## src/rtl/irq_ctrl_pkg.sv

```systemverilog
// rtl/irq_ctrl_pkg.sv - shared constants and types for the irq priority controller
// Holds the CP0 register addresses, the STATUS field positions, the FSM state
// encoding and the width of the in-service level.
package irq_ctrl_pkg;

    localparam int LEVEL_W = 2;

    localparam logic [4:0] CP0_EPC     = 5'd0;
    localparam logic [4:0] CP0_STATUS  = 5'd12;
    localparam logic [4:0] CP0_PENDING = 5'd13;

    localparam int STATUS_IE_BIT    = 0;
    localparam int STATUS_MASK_LSB  = 8;
    localparam int STATUS_LEVEL_LSB = 16;
    localparam int STATUS_ERR_BIT   = 31;

    typedef enum logic [1:0] {
        ST_RUN  = 2'd0,
        ST_ARB  = 2'd1,
        ST_TAKE = 2'd2
    } state_t;

endpackage

```

## src/rtl/irq_edge_sync.sv

```systemverilog
// rtl/irq_edge_sync.sv - 2-flop synchroniser with rising-edge detect for one irq line
// Ports: clk, rst (async, active-high), irq_async (raw request), rise (one-cycle
// pulse on a synchronised low-to-high transition).
module irq_edge_sync (
    input  logic clk,
    input  logic rst,
    input  logic irq_async,
    output logic rise
);

    logic sync1;
    logic sync2;
    logic sync2_d;

    always_ff @(posedge clk or posedge rst) begin
        if (rst) begin
            sync1   <= 1'b0;
            sync2   <= 1'b0;
            sync2_d <= 1'b0;
        end else begin
            sync1   <= irq_async;
            sync2   <= sync1;
            sync2_d <= sync2;
        end
    end

    // A held-high line produces a single pulse only.
    assign rise = sync2 & ~sync2_d;

endmodule

```

## src/rtl/irq_priority_ctrl.sv

```systemverilog
// rtl/irq_priority_ctrl.sv - nested fixed-priority interrupt controller with EPC/level stack
// Ports: clk, rst (async, active-high); irq_in (raw requests); pc_next (EPC to save);
// eret; cp0_we/cp0_addr/cp0_wdata/cp0_rdata (mtc0/mfc0 port); take/vector (PC
// redirect pulse); epc_out (stack top); level (in-service level); pending (latched).
module irq_priority_ctrl
    import irq_ctrl_pkg::*;
#(
    parameter int          N_IRQ      = 3,
    parameter logic [31:0] VEC_BASE   = 32'h0000_0C00,
    parameter logic [31:0] VEC_STRIDE = 32'h0000_0040
) (
    input  logic               clk,
    input  logic               rst,
    input  logic [N_IRQ-1:0]   irq_in,
    input  logic [31:0]        pc_next,
    input  logic               eret,
    input  logic               cp0_we,
    input  logic [4:0]         cp0_addr,
    input  logic [31:0]        cp0_wdata,
    output logic [31:0]        cp0_rdata,
    output logic               take,
    output logic [31:0]        vector,
    output logic [31:0]        epc_out,
    output logic [LEVEL_W-1:0] level,
    output logic [N_IRQ-1:0]   pending
);

    localparam int SEL_W   = (N_IRQ > 1) ? $clog2(N_IRQ) : 1;
    localparam int DEPTH_W = $clog2(N_IRQ + 1);

    state_t             state;
    state_t             state_nxt;
    logic [SEL_W-1:0]   sel;
    logic [SEL_W-1:0]   top_idx;
    logic [N_IRQ-1:0]   rise;
    logic [N_IRQ-1:0]   mask;
    logic [N_IRQ-1:0]   masked;
    logic [N_IRQ-1:0]   pend_wclr;
    logic [N_IRQ-1:0]   take_clr;
    logic               ie;
    logic               err;
    logic               req;
    logic               do_pop;
    logic               bad_eret;
    logic               status_we;
    logic [DEPTH_W-1:0] depth;
    logic [31:0]        epc_stk [N_IRQ];
    logic [LEVEL_W-1:0] lvl_stk [N_IRQ];

    for (genvar i = 0; i < N_IRQ; i++) begin : g_sync
        irq_edge_sync u_sync (
            .clk       (clk),
            .rst       (rst),
            .irq_async (irq_in[i]),
            .rise      (rise[i])
        );
    end

    // Highest unmasked pending source; it is a request only if it outranks
    // the in-service level (index p has level p+1, so p+1 > level <=> p >= level).
    always_comb begin
        masked  = pending & mask;
        top_idx = '0;
        for (int i = 0; i < N_IRQ; i++) begin
            if (masked[i]) top_idx = SEL_W'(i);
        end
        req = ie && (|masked) && (LEVEL_W'(top_idx) >= level);
    end

    always_comb begin
        state_nxt = state;
        do_pop    = 1'b0;
        bad_eret  = 1'b0;
        case (state)
            ST_RUN: begin
                // eret wins; a pending request is re-arbitrated next cycle
                // against the restored level.
                if (eret) begin
                    if (depth != '0) do_pop = 1'b1;
                    else             bad_eret = 1'b1;
                end else if (req) begin
                    state_nxt = ST_ARB;
                end
            end
            ST_ARB: begin
                bad_eret  = eret;
                state_nxt = ST_TAKE;
            end
            ST_TAKE: begin
                bad_eret  = eret;
                state_nxt = ST_RUN;
            end
            default: state_nxt = ST_RUN;
        endcase
    end

    assign take      = (state == ST_TAKE);
    assign vector    = take ? (VEC_BASE + 32'(sel) * VEC_STRIDE) : 32'h0;
    assign epc_out   = (depth != '0) ? epc_stk[depth - 1'b1] : 32'h0;
    assign status_we = cp0_we && (cp0_addr == CP0_STATUS);
    assign pend_wclr = (cp0_we && (cp0_addr == CP0_PENDING)) ? cp0_wdata[N_IRQ-1:0] : '0;
    assign take_clr  = take ? (N_IRQ'(1) << sel) : '0;

    always_ff @(posedge clk or posedge rst) begin
        if (rst) begin
            state   <= ST_RUN;
            sel     <= '0;
            level   <= '0;
            depth   <= '0;
            pending <= '0;
            ie      <= 1'b1;
            mask    <= '1;
            err     <= 1'b0;
            for (int i = 0; i < N_IRQ; i++) begin
                epc_stk[i] <= 32'h0;
                lvl_stk[i] <= '0;
            end
        end else begin
            state <= state_nxt;
            if (state == ST_ARB) sel <= top_idx;

            // New edges beat a software clear, but the served source is
            // always retired by take.
            pending <= ((pending & ~pend_wclr) | rise) & ~take_clr;

            if (status_we) begin
                ie   <= cp0_wdata[STATUS_IE_BIT];
                mask <= cp0_wdata[STATUS_MASK_LSB +: N_IRQ];
            end
            err <= (err & ~(status_we & cp0_wdata[STATUS_ERR_BIT])) | bad_eret;

            if (cp0_we && (cp0_addr == CP0_EPC) && (depth != '0))
                epc_stk[depth - 1'b1] <= cp0_wdata;

            if (take) begin
                epc_stk[depth] <= pc_next;
                lvl_stk[depth] <= level;
                depth          <= depth + 1'b1;
                level          <= LEVEL_W'(sel) + LEVEL_W'(1);
            end else if (do_pop) begin
                level <= lvl_stk[depth - 1'b1];
                depth <= depth - 1'b1;
            end
        end
    end

    always_comb begin
        cp0_rdata = 32'h0;
        case (cp0_addr)
            CP0_EPC:     cp0_rdata = epc_out;
            CP0_STATUS: begin
                cp0_rdata[STATUS_IE_BIT]                  = ie;
                cp0_rdata[STATUS_MASK_LSB +: N_IRQ]       = mask;
                cp0_rdata[STATUS_LEVEL_LSB +: LEVEL_W]    = level;
                cp0_rdata[STATUS_ERR_BIT]                 = err;
            end
            CP0_PENDING: cp0_rdata = 32'(pending);
            default:     cp0_rdata = 32'h0;
        endcase
    end

    // Levels strictly increase on every push, so a full stack cannot be pushed.
    assert property (@(posedge clk) disable iff (rst) take |-> (depth < DEPTH_W'(N_IRQ)));

endmodule

```

## config.mk

```make
export PLATFORM = sky130hd
export DESIGN_NAME = irq_priority_ctrl
export DESIGN_NICKNAME = d
export VERILOG_FILES = /design/src/rtl/irq_ctrl_pkg.sv /design/src/rtl/irq_edge_sync.sv /design/src/rtl/irq_priority_ctrl.sv
export SDC_FILE = /design/constraint.sdc
export NUM_CORES = 1
export LEC_CHECK = 0
export ABC_AREA = 0
export CAP_MARGIN = 20
export CORE_UTILIZATION = 53
export DETAILED_ROUTE_END_ITERATION = 12
export PLACE_DENSITY = 0.91
export SLEW_MARGIN = 20
export SYNTH_ARGS = -nofsm -noshare
export SYNTH_HDL_FRONTEND = slang
export SYNTH_HIERARCHICAL = 1
export SYNTH_SLANG_ARGS = --single-unit
```

## constraint.sdc

```tcl
create_clock -name clk -period 6.2 [get_ports clk]
set_input_delay 1.86 -clock clk [delete_from_list [all_inputs] [get_ports clk]]
set_output_delay 1.86 -clock clk [all_outputs]
set_load 0.05 [all_outputs]
```

### Word level (Yosys, flattened, before mapping)

Cells that the tools add are included.

| word-level totals | value |
|---|---|
| register bits | 127 |
| word-level logic and storage cells | 115 |

| cells by class | value |
|---|---|
| add/sub/neg operators | 4 |
| order comparisons | 5 |
| eq/ne operators | 6 |
| shift-type cells | 1 |
| mux-type cells | 43 |
| bitwise operators | 18 |
| reduce and logical (&&, ||, !) cells | 15 |

Operator list:

| cell | number |
|---|---|
| bitwise mux 96 bit | 2 |
| 2-to-1 mux 96 bit | 2 |
| 2-to-1 mux 32 bit | 5 |
| demux 32 bit (select 2 bit) | 2 |
| binary-select mux 32 bit (select 2 bit) | 1 |
| 2-to-1 mux 13 bit | 2 |
| 2-to-1 mux 2 bit | 10 |
| one-hot mux 7 bit (2 select lines) | 1 |
| adder 12 x 8 -> 13 bit (first input constant) | 1 |
| equality test 5 x 4 -> 1 bit (second input constant) | 2 |
| AND 3 bit | 3 |
| logical AND 1 bit | 8 |
| one-hot mux 2 bit (2 select lines) | 2 |
| bitwise mux 6 bit | 1 |
| >= comparator 3 bit (second input constant) | 2 |
| less-than comparator 3 x 1 -> 1 bit (second input constant) | 2 |
| 2-to-1 mux 1 bit | 6 |
| 2-to-1 mux 3 bit | 2 |
| inverter 2 -> 3 bit | 2 |
| inverter 3 bit | 2 |
| one-hot mux 3 bit (2 select lines) | 1 |
| AND 1 bit | 5 |
| zero test 5 bit | 1 |
| 2-to-1 mux 5 bit | 1 |
| 19 further kinds | 26 |

### Logic depth before layout (Yosys ltp)

Gate-level depths: netlist of run 1.

| logic depth | value |
|---|---|
| word-level depth | 10 |
| gate-level depth with buffers | 10 |
| gate-level depth less buffers | 7 |

### By module

Netlist of run 1, hierarchy kept.

Modules (own cells, without submodules):

| module | instances | cells each | area an instance (um2) |
|---|---|---|---|
| irq_priority_ctrl | 1 | 876 | 8331.7 |
| irq_edge_sync | 3 | 5 | 92.6 |

### Worst setup path after synthesis of run 1

OpenSTA, ideal clock, no wires.

| timing | value |
|---|---|
| path kind | reg-to-output |
| from | register depth[0] |
| to | output cp0_rdata[17] |
| arrival time | 3.153 ns |
| required time | 4.340 ns |
| setup slack | 1.187 ns |
| stages on the path, launching flop included | 11 |
| buffers on the path | 5 |
| cells stage by stage | dfrtp_1 > buf_2 > clkinv_1 > buf_2 > ha_1 > buf_2 > buf_4 > buf_2 > nand3_1 > a21oi_1 > a22o_1 |

| on the way | value |
|---|---|
| longest elaborated chain between the ends | 7 |

Ends and longest elaborated chain:

| item | line | text |
|---|---|---|
| from (decl) | irq_priority_ctrl.sv:46 | `logic [DEPTH_W-1:0] depth;` |
| from (signal assigned) | irq_priority_ctrl.sv:138 | `depth <= depth + 1'b1;` |
| from (signal assigned) | irq_priority_ctrl.sv:142 | `depth <= depth - 1'b1;` |
| subtractor 2 x 1 -> 2 bit | irq_priority_ctrl.sv:99 | `assign epc_out = (depth != '0) ? epc_stk[depth - 1'b1] : 32'h0;` |
| inverter 2 -> 3 bit (not written as such) | irq_priority_ctrl.sv:99 |  |
| binary-select mux 32 bit (select 2 bit) | irq_priority_ctrl.sv:99 |  |
| 2-to-1 mux 32 bit (not written as such) (2 in a row) | irq_priority_ctrl.sv:99 |  |
| 2-to-1 mux 32 bit (*) | irq_priority_ctrl.sv:99 |  |
| net epc_out[17] | irq_priority_ctrl.sv:23 | `output logic [31:0] epc_out,` |
| one-hot mux 2 bit (2 select lines) (*) | irq_priority_ctrl.sv:149 | `case (cp0_addr)` |
| to (decl) | irq_priority_ctrl.sv:20 | `output logic [31:0] cp0_rdata,` |

Mark *: on every way through the listed nets, which the timed path passes. The rest lies on a longest branch. The select of a mux whose other input is x is not followed.

### Worst setup path after layout of run 1

| timing | value |
|---|---|
| from | input cp0_addr[4] |
| to | output cp0_rdata[0] |

| on the way | value |
|---|---|
| longest elaborated chain between the ends | 2 |

Ends and longest elaborated chain:

| item | line | text |
|---|---|---|
| from (decl) | irq_priority_ctrl.sv:18 | `input logic [4:0] cp0_addr,` |
| equality test 5 x 4 -> 1 bit / zero test 5 bit (equally long branches) | irq_priority_ctrl.sv:149 |  |
| one-hot mux 1 bit (3 select lines) (*) | irq_priority_ctrl.sv:149 |  |

Mark *: on every way between the ends. The rest lies on a longest branch, timed or not.

==> impl_metrics.sql, run 1 <==
INSERT INTO impl_metrics (metric_group, metric, value, unit) VALUES
('synthesis', 'top_area_cells_in_the_synthesized_netlist', 'sky130_fd_sc_hd__dfrtp_1 (36%), sky130_fd_sc_hd__o211ai_2 (14%), sky130_fd_sc_hd__nand2_1 (11%)', ''),
('clocking', 'ctsHoldBuffers', '0', ''),
('setup_path', 'critPathCaptureType', 'output pin', ''),
('worst_hold_path', 'worst_hold_path_type', 'register to register', ''),
('clocking', 'cts_setup_buffers', '0', ''),
('routing', 'final_antenna_net_count', '0', ''),
('finish', 'area_growth', '27.2', '%'),
('floorplan', 'die_area', '16800', 'µm²'),
('synthesis', 'synth_top_area_share', '35.8', '%'),
('placed_design', 'gp_congestion', '0.816', ''),
('synthesis', 'yosysUniqueCellTypes', '43', ''),
('synthesis', 'ys_top_cells_by_count', 'sky130_fd_sc_hd__nand2_1 (245), sky130_fd_sc_hd__dfrtp_1 (123), sky130_fd_sc_hd__o211ai_2 (96)', ''),
('synthesis', 'synth_edf_count', '0', ''),
('power', 'leakage_power', '0.00512', 'µW'),
('floorplan', 'io_pins', '178', ''),
('clocking', 'number_of_gates_resized_after_cts', '0', ''),
('sta', 'layout_setup_ws', '662', 'ps'),
('sta', 'setup_repair_after_global_routing_missed_its_margin', 'false', ''),
('synthesis', 'synth_largest_area_cell', 'sky130_fd_sc_hd__dfrtp_1', ''),
('setup_path', 'worst-setup-path-type', 'input pin to output pin', ''),
('setup_path', 'cp_max_fo', '9', ''),
('floorplan', 'dieWidth', '129', 'µm'),
('synthesis', 'mappedNetlistArea', '8610', 'µm²'),
('routing', 'per_cell_via_count_in_the_routed_design', '5.91', ''),
('global_routing', 'grt_first_pass_wirelength', '38.5', 'mm'),
('clocking', 'cts_buffers', '17', ''),
('sta', 'max_clock_freq', '181', 'MHz'),
('sta', 'period_share', '89.3', '%'),
('clocking', 'cts.clk_slew.worst_paths', '60', 'ps'),
('sta', 'timing.final.hold_violations', '0', ''),
('finish', 'layout-drive-gt1-share', '34.8', '%'),
('routing', 'wire_per_inst', '19.4', 'µm'),
('sta', 'slew_viol_final', '0', ''),
('routing', 'vias_after_detailed_routing', '7239', ''),
('synthesis', 'post_synth.cell_area_avg', '9.66', 'µm²'),
('routing', 'remaining_drc_errors', '0', ''),
('global_routing', 'number_of_antenna_violations_at_the_first_check_in_global_routing', '1', ''),
('power', 'seqPwrFrac', '26.6', '%'),
('clocking', 'cts_num_sinks', '127', ''),
('status', 'status', 'complete, no violations', ''),
('power', 'switching_share', '41.7', '%'),
('clocking', 'clock_tree.root_cell', 'sky130_fd_sc_hd__clkbuf_16', ''),
('clocking', 'tritoncts', 'yes', ''),
('clocking', 'cts-htree-levels', '4', ''),
('clocking', 'clkLatencyLatePin', '420', 'ps'),
('floorplan', 'die-height', '129', 'µm'),
('floorplan', 'placementRows', '46', ''),
('floorplan', 'design.core.area', '15900', 'µm²'),
('setup_path', 'cp.arrival', '3680', 'ps'),
('sta', 'sum_neg_setup_slack', '0', 'ps'),
('finish', 'post_layout_utilization_of_the_core', '69.0', '%'),
('placed_design', 'dp_worst_setup_slack', '678', 'ps'),
('power', 'power_switching', '2190', 'µW'),
('global_routing', 'grt_start_max_net_pins', '83', ''),
('sta', 'tightestPinTransition', '992', 'ps'),
('sta', 'period_minus_slack', '5540', 'ps'),
('routing', 'dr.pass1.iters', '8', ''),
('power', 'power.clock.fraction', '22.2', '%'),
('setup_path', 'timing.critical_path.from_type', 'input pin', ''),
('sta', 'setup_viol_count_final', '0', ''),
('synthesis', 'async_reset_ff_share', '100', '%'),
('sta', 'relSlewSlack', '33.9', '%'),
('global_routing', 'grt_overflow', '0', ''),
('routing', 'postRouteWirelength', '23.7', 'mm'),
('routing', 'dr.first_iter.drc_count', '646', ''),
('synthesis', 'yosys_warnings', '6', ''),
('clocking', 'clock_path_buffers', '2', ''),
('job', 'drv_cap', '0', ''),
('synthesis', 'synth.yosys.seq_area_share', '37.0', '%'),
('placed_design', 'dp_hpwl', '14.8', 'mm'),
('power', 'internal-power', '3070', 'µW');
==> placed cells by master, fill, tap and decap left out, types with 15 or more instances in the layout <==
master | synthesis | final
sky130_fd_sc_hd__nand2_1 | 245 | 242
sky130_fd_sc_hd__nand3_1 | 45 | 45
sky130_fd_sc_hd__buf_12 | 0 | 40
sky130_fd_sc_hd__nand3_2 | 84 | 84
sky130_fd_sc_hd__ha_1 | 16 | 15
sky130_fd_sc_hd__mux2_2 | 36 | 36
sky130_fd_sc_hd__and2_1 | 30 | 29
sky130_fd_sc_hd__clkdlybuf4s50_1 | 0 | 85
sky130_fd_sc_hd__dfrtp_1 | 123 | 122
sky130_fd_sc_hd__o211ai_2 | 96 | 96
sky130_fd_sc_hd__conb_1 | 1 | 28
sky130_fd_sc_hd__buf_4 | 35 | 38
sky130_fd_sc_hd__a21oi_1 | 34 | 34
sky130_fd_sc_hd__clkbuf_16 | 0 | 17
==> cell families after synthesis <==
kind of cell / synth area share (%)
compound gates: 18.5
flops: 37.0
other cells: 0.0436
fa+ha+maj: 2.33
xor+xnor: 0.102
simple gates: 27.7
buf+inv: 8.66
mux: 5.64
==> worst paths after layout <==
check / from / end / slack, ps / cells after the start
max reg2reg: depth[1] / epc_stk[33] / 2870 / 7
max in group asynchronous: rst / epc_stk[91] / 3350 / 3
max: cp0_addr[4] / cp0_rdata[0] / 660 / 6
min: g_sync[0].u_sync/sync1 / g_sync[0].u_sync/sync2 / 350 / 0
min in group asynchronous: rst / g_sync[0].u_sync/sync2 / 1770 / 2
min reg2reg: g_sync[0].u_sync/sync1 / g_sync[0].u_sync/sync2 / 350 / 0
==> worst max-delay path, cell delays in order <==
cell                              delay, ps
sky130_fd_sc_hd__clkdlybuf4s50_1        440
sky130_fd_sc_hd__nor2_4                 250
sky130_fd_sc_hd__and4b_1                550
sky130_fd_sc_hd__a22o_1                 280
sky130_fd_sc_hd__a21o_1                 140
sky130_fd_sc_hd__buf_12                 140
==> power by group through the flow <==
| stage | clock (µW) | sequential [µW] | combinational, µW |
|---|---|---|---|
| floorplan | 0 | 1380 | 1830 |
| finish | 1170 | 1400 | 2690 |
| detailed placement | 0 | 1400 | 2660 |
| global route | 1200 | 1440 | 2860 |
| global placement | 0 | 1380 | 2590 |
| CTS | 1170 | 1400 | 2690 |
==> metrics by stage <==
| step | hold WS (ps) | cells | instance area, µm² | power [µW] |
|---|---|---|---|---|
| 2_1_floorplan | 331 | 918 | 8710 | 3210 |
| 3_3_place_gp | 332 | 1191 | 10300 | 3970 |
| 3_5_place_dp | 336 | 1191 | 10300 | 4060 |
| 4_1_cts | 349 | 1223 | 10900 | 5250 |
| 5_1_grt | 359 | 1224 | 11000 | 5500 |
| 6_report | 349 | 1224 | 11000 | 5260 |
==> metal layers <==
metal  track usage, %  wire, µm  up-vias
met2             51.8     12200      350
li1                 -         -     3242
met4             15.2       709        0
met1             34.7      9150     3583
met5                0         0        -
met3             5.62      1680       64
==> sequential cells by signal, indices dropped and copies added (netlist names) <==
register	count
depth	2
epc_stk	96
err	1
g_sync.u_sync/sync1	3
g_sync.u_sync/sync2	3
g_sync.u_sync/sync2_d	3
ie	1
level	2
lvl_stk	6
mask	3
pending	3
sel	2
state	2
==> layout make-up <==
cell class	count	area [µm²]
antenna	1	2.50
fill	1149	4930
tap	216	270
clock inverter	10	205
inverter	15	61.3
multi-input combinational	670	4810
sequential	127	3180
clock buffer	22	484
timing repair buffer	163	1940
No activity file was read; power rests on OpenSTA's default activity.
==> run 2, diff against run 1 <==
--- a/config.mk
+++ b/config.mk
@@ -7,11 +7,10 @@
 export LEC_CHECK = 0
 export ABC_AREA = 0
 export CAP_MARGIN = 20
-export CORE_UTILIZATION = 53
+export CORE_UTILIZATION = 50
 export DETAILED_ROUTE_END_ITERATION = 12
-export PLACE_DENSITY = 0.91
+export PLACE_DENSITY = 0.87
 export SLEW_MARGIN = 20
 export SYNTH_ARGS = -nofsm -noshare
 export SYNTH_HDL_FRONTEND = slang
-export SYNTH_HIERARCHICAL = 1
 export SYNTH_SLANG_ARGS = --single-unit
==> run 2 against run 1 <==
  * Power fell by 10%
  * Fmax rose by 0.58%
  * Cell count fell by 0.25%
  * Global-route usage fell by 4.0 points
  * Non-clock buffer count fell by 2
  * Die area rose by 6.3%
  * Critical path type unchanged
  * Highest routed layer unchanged
==> impl_metrics.sql, run 2 <==
INSERT INTO impl_metrics (metric_group, metric, value, unit) VALUES
('status', 'status', 'complete, no violations', ''),
('routing', 'per_cell_via_count_in_the_routed_design', '5.72', ''),
('power', 'leakage_power', '0.00497', 'µW'),
('synthesis', 'synth_cells', '886', ''),
('floorplan', 'placementRows', '47', ''),
('setup_path', 'critical_path.max_stage_delay', '570', 'ps'),
('finish', 'flip_flop_count_of_the_largest_register_all_copies_and_words_added', '96', ''),
('routing', 'dr.first_iter.drc_count', '427', ''),
('clocking', 'cts_buffers', '17', ''),
('routing', 'final_antenna_net_count', '0', ''),
('placed_design', 'dp_hpwl', '14.3', 'mm'),
('floorplan', 'io_pins', '178', ''),
('global_routing', 'grt_overflow', '0', ''),
('setup_path', 'cpMaxStageDelayCell', 'sky130_fd_sc_hd__and4b_1', ''),
('clocking', 'cts-htree-levels', '4', ''),
('floorplan', 'die-height', '133', 'µm'),
('placed_design', 'dp_worst_setup_slack', '721', 'ps'),
('synthesis', 'ys_ff_latch', '127', ''),
('clocking', 'ctsHoldBuffers', '0', ''),
('sta', 'period_minus_slack', '5510', 'ps'),
('routing', 'dr.pass1.iters', '5', ''),
('sta', 'sum_neg_setup_slack', '0', 'ps'),
('sta', 'period_share', '88.8', '%'),
('synthesis', 'yosysMostFrequentCell', 'sky130_fd_sc_hd__nand2_1', ''),
('synthesis', 'mappedNetlistArea', '8640', 'µm²'),
('placed_design', 'io_buffers', '149', ''),
('synthesis', 'synth.yosys.seq_area_share', '36.8', '%'),
('setup_path', 'cp.arrival', '3650', 'ps'),
('sta', 'worst_clock_skew', '6.63', 'ps'),
('synthesis', 'post_synth.cell_area_avg', '9.75', 'µm²'),
('setup_path', 'cp_max_fo', '9', ''),
('synthesis', 'async_reset_ff_share', '100', '%'),
('power', 'areal_power_density_over_the_cells', '437', 'nW/µm²'),
('setup_path', 'crit_path_start', 'cp0_addr[1]', ''),
('worst_hold_path', 'hold_path_end', 'g_sync[1].u_sync.sync2', ''),
('floorplan', 'effective_utilization_at_floorplan', '51.7', '%'),
('sta', 'tightestPinTransition', '978', 'ps'),
('global_routing', 'first_global_vias', '7027', ''),
('setup_path', 'reg2reg_slack', '3050', 'ps'),
('floorplan', 'design.core.area', '16700', 'µm²'),
('routing', 'postRouteWirelength', '22.1', 'mm'),
('global_routing', 'number_of_antenna_violations_at_the_first_check_in_global_routing', '0', ''),
('sta', 'layout_setup_ws', '694', 'ps'),
('synthesis', 'post_synth_top_flop', 'sky130_fd_sc_hd__dfrtp_1', ''),
('clocking', 'clock_path_buffers', '2', ''),
('sta', 'timing.final.hold_violations', '0', ''),
('clocking', 'number_of_gates_resized_after_cts', '0', ''),
('finish', 'largest_register', 'epc_stk', ''),
('sta', 'max_clock_freq', '182', 'MHz'),
('sta', 'setup_repair_after_global_routing_missed_its_margin', 'false', ''),
('setup_path', 'critical_path.reg2reg.startpoint', 'depth[0]', ''),
('synthesis', 'yosysUniqueCellTypes', '43', ''),
('synthesis', 'ys_top_cells_by_count', 'sky130_fd_sc_hd__nand2_1 (241), sky130_fd_sc_hd__dfrtp_1 (123), sky130_fd_sc_hd__o211ai_2 (96)', ''),
('setup_path', 'cp_cell_sequence', 'clkdlybuf4s50_1 -> nor2_4 -> and4b_1 -> a22o_1 -> a21o_1 -> buf_12', ''),
('synthesis', 'synth_largest_area_cell', 'sky130_fd_sc_hd__dfrtp_1', ''),
('sta', 'relSlewSlack', '34.8', '%'),
('setup_path', 'worstReg2RegEnd', 'epc_stk[66]', ''),
('clocking', 'cts_setup_buffers', '0', ''),
('finish', 'n_antenna_cell', '0', ''),
('finish', 'final_net_count', '1080', ''),
('worst_hold_path', 'worst_hold_path.num_cells', '0', ''),
('finish', 'area_growth', '25.4', '%'),
('setup_path', 'worstPathRequired', '4340', 'ps'),
('sta', 'setup_viol_count_final', '0', ''),
('setup_path', 'critPathCaptureType', 'output pin', ''),
('synthesis', 'synth_top_area_share', '35.6', '%'),
('floorplan', 'die_area', '17800', 'µm²'),
('synthesis', 'top_area_cells_in_the_synthesized_netlist', 'sky130_fd_sc_hd__dfrtp_1 (36%), sky130_fd_sc_hd__o211ai_2 (14%), sky130_fd_sc_hd__nand2_1 (10%)', ''),
('clocking', 'clkLatencyLatePin', '420', 'ps'),
('routing', 'remaining_drc_errors', '0', ''),
('finish', 'layout-drive-gt1-share', '30.8', '%'),
('routing', 'vias_after_detailed_routing', '6986', ''),
('synthesis', 'yosys_warnings', '0', ''),
('setup_path', 'ff2ff_path_depth', '7', ''),
('clocking', 'cts.clk_slew.worst_paths', '60', 'ps'),
('placed_design', 'gp_congestion', '0.781', ''),
('finish', 'biggest_registers_after_layout', 'epc_stk x96, lvl_stk x6', ''),
('clocking', 'cts_num_sinks', '127', ''),
('clocking', 'tritoncts', 'yes', ''),
('finish', 'layout.cells.most_common_list', 'sky130_fd_sc_hd__nand2_1 (238), sky130_fd_sc_hd__dfrtp_1 (122), sky130_fd_sc_hd__clkdlybuf4s50_1 (117), sky130_fd_sc_hd__o211ai_2 (96), sky130_fd_sc_hd__nand3_2 (84)', ''),
('setup_path', 'worst-setup-path-type', 'input pin to output pin', ''),
('synthesis', 'synth_edf_count', '0', ''),
('job', 'drv_cap', '0', ''),
('floorplan', 'dieWidth', '133', 'µm'),
('setup_path', 'timing.critical_path.from_type', 'input pin', ''),
('global_routing', 'grt_first_pass_wirelength', '36.0', 'mm'),
('worst_hold_path', 'worst_hold_path_type', 'register to register', ''),
('power', 'vdd.ir_drop.worst', '0.286', 'mV'),
('finish', 'post_layout_utilization_of_the_core', '64.9', '%'),
('setup_path', 'cp_top_family', 'simple AND/OR/NAND/NOR gates', ''),
('global_routing', 'grt_start_max_net_pins', '68', ''),
('routing', 'wire_per_inst', '18.1', 'µm'),
('clocking', 'clock_tree.root_cell', 'sky130_fd_sc_hd__clkbuf_16', ''),
('finish', 'mostFrequentLayoutCell', 'sky130_fd_sc_hd__nand2_1', ''),
('global_routing', 'global_route_total_usage_across_every_layer', '25.6', '%'),
('sta', 'slew_viol_final', '0', ''),
('worst_hold_path', 'hold_start', 'g_sync[1].u_sync.sync1', ''),
('setup_path', 'critical_path.n_buffers_inverters', '2', '');
-- run 2: through the flow --
stage | hold slack, ps | std cells | power, µW | area (µm²)
floorplan | 331 | 913 | 3120 | 8740
CTS | 352 | 1221 | 4750 | 10800
global route | 356 | 1221 | 4980 | 10800
finish | 351 | 1221 | 4740 | 10800
global placement | 333 | 1189 | 3670 | 10300
detailed placement | 337 | 1189 | 3750 | 10300
-- run 2: worst reg2reg max path, delay by kind of cell (launching register included) --
family / cells / cell delay (ps)
buffers and inverters: 2 / 800
flip-flops: 1 / 400
AO/OA/AOI/OAI: 1 / 130
adder cells (fa/ha/maj): 1 / 880
AND/OR/NAND/NOR: 3 / 860
-- run 2: per-layer routing --
layer	up-vias	wire length, µm	GRT usage, %	part of all wire (%)
li1	3215	-	-	-
met1	3478	9360	32.0	42
met2	262	11000	44.4	50
met3	31	1320	4.45	6.0
met4	0	350	9.53	1.6
met5	-	0	0	0
-- run 2: cells by family after synthesis --
logic type	after synthesis	synth area share, %
AO/OA/AOI/OAI	160	18.4
adder cells (fa/ha/maj)	16	2.32
other	1	0.0434
multiplexers	41	5.47
XOR/XNOR	1	0.101
flip-flops	127	36.8
AND/OR/NAND/NOR	422	28.2
buffers and inverters	118	8.59
-- run 2: layout make-up --
cell class / count / area [µm²]
clock buffer: 27 / 533
clock inverter: 5 / 50.0
fill: 1327 / 5860
inverter: 13 / 51.3
multi-input combinational: 668 / 4840
sequential: 127 / 3180
tap: 220 / 275
timing repair buffer: 161 / 1900
-- run 2: report_power, final --
part | total (µW) | switching [µW] | internal [µW]
logic | 2440 | 1500 | 937
clock network | 982 | 358 | 624
registers | 1320 | 202 | 1110
-- run 2: how the worst max path moves through the flow --
stage | end | cells after the start
2_1_floorplan | depth[0] | 1
3_3_place_gp | cp0_rdata[0] | 6
3_5_place_dp | cp0_rdata[0] | 6
4_1_cts | cp0_rdata[0] | 6
5_1_grt | cp0_rdata[0] | 6
6_report | cp0_rdata[0] | 6
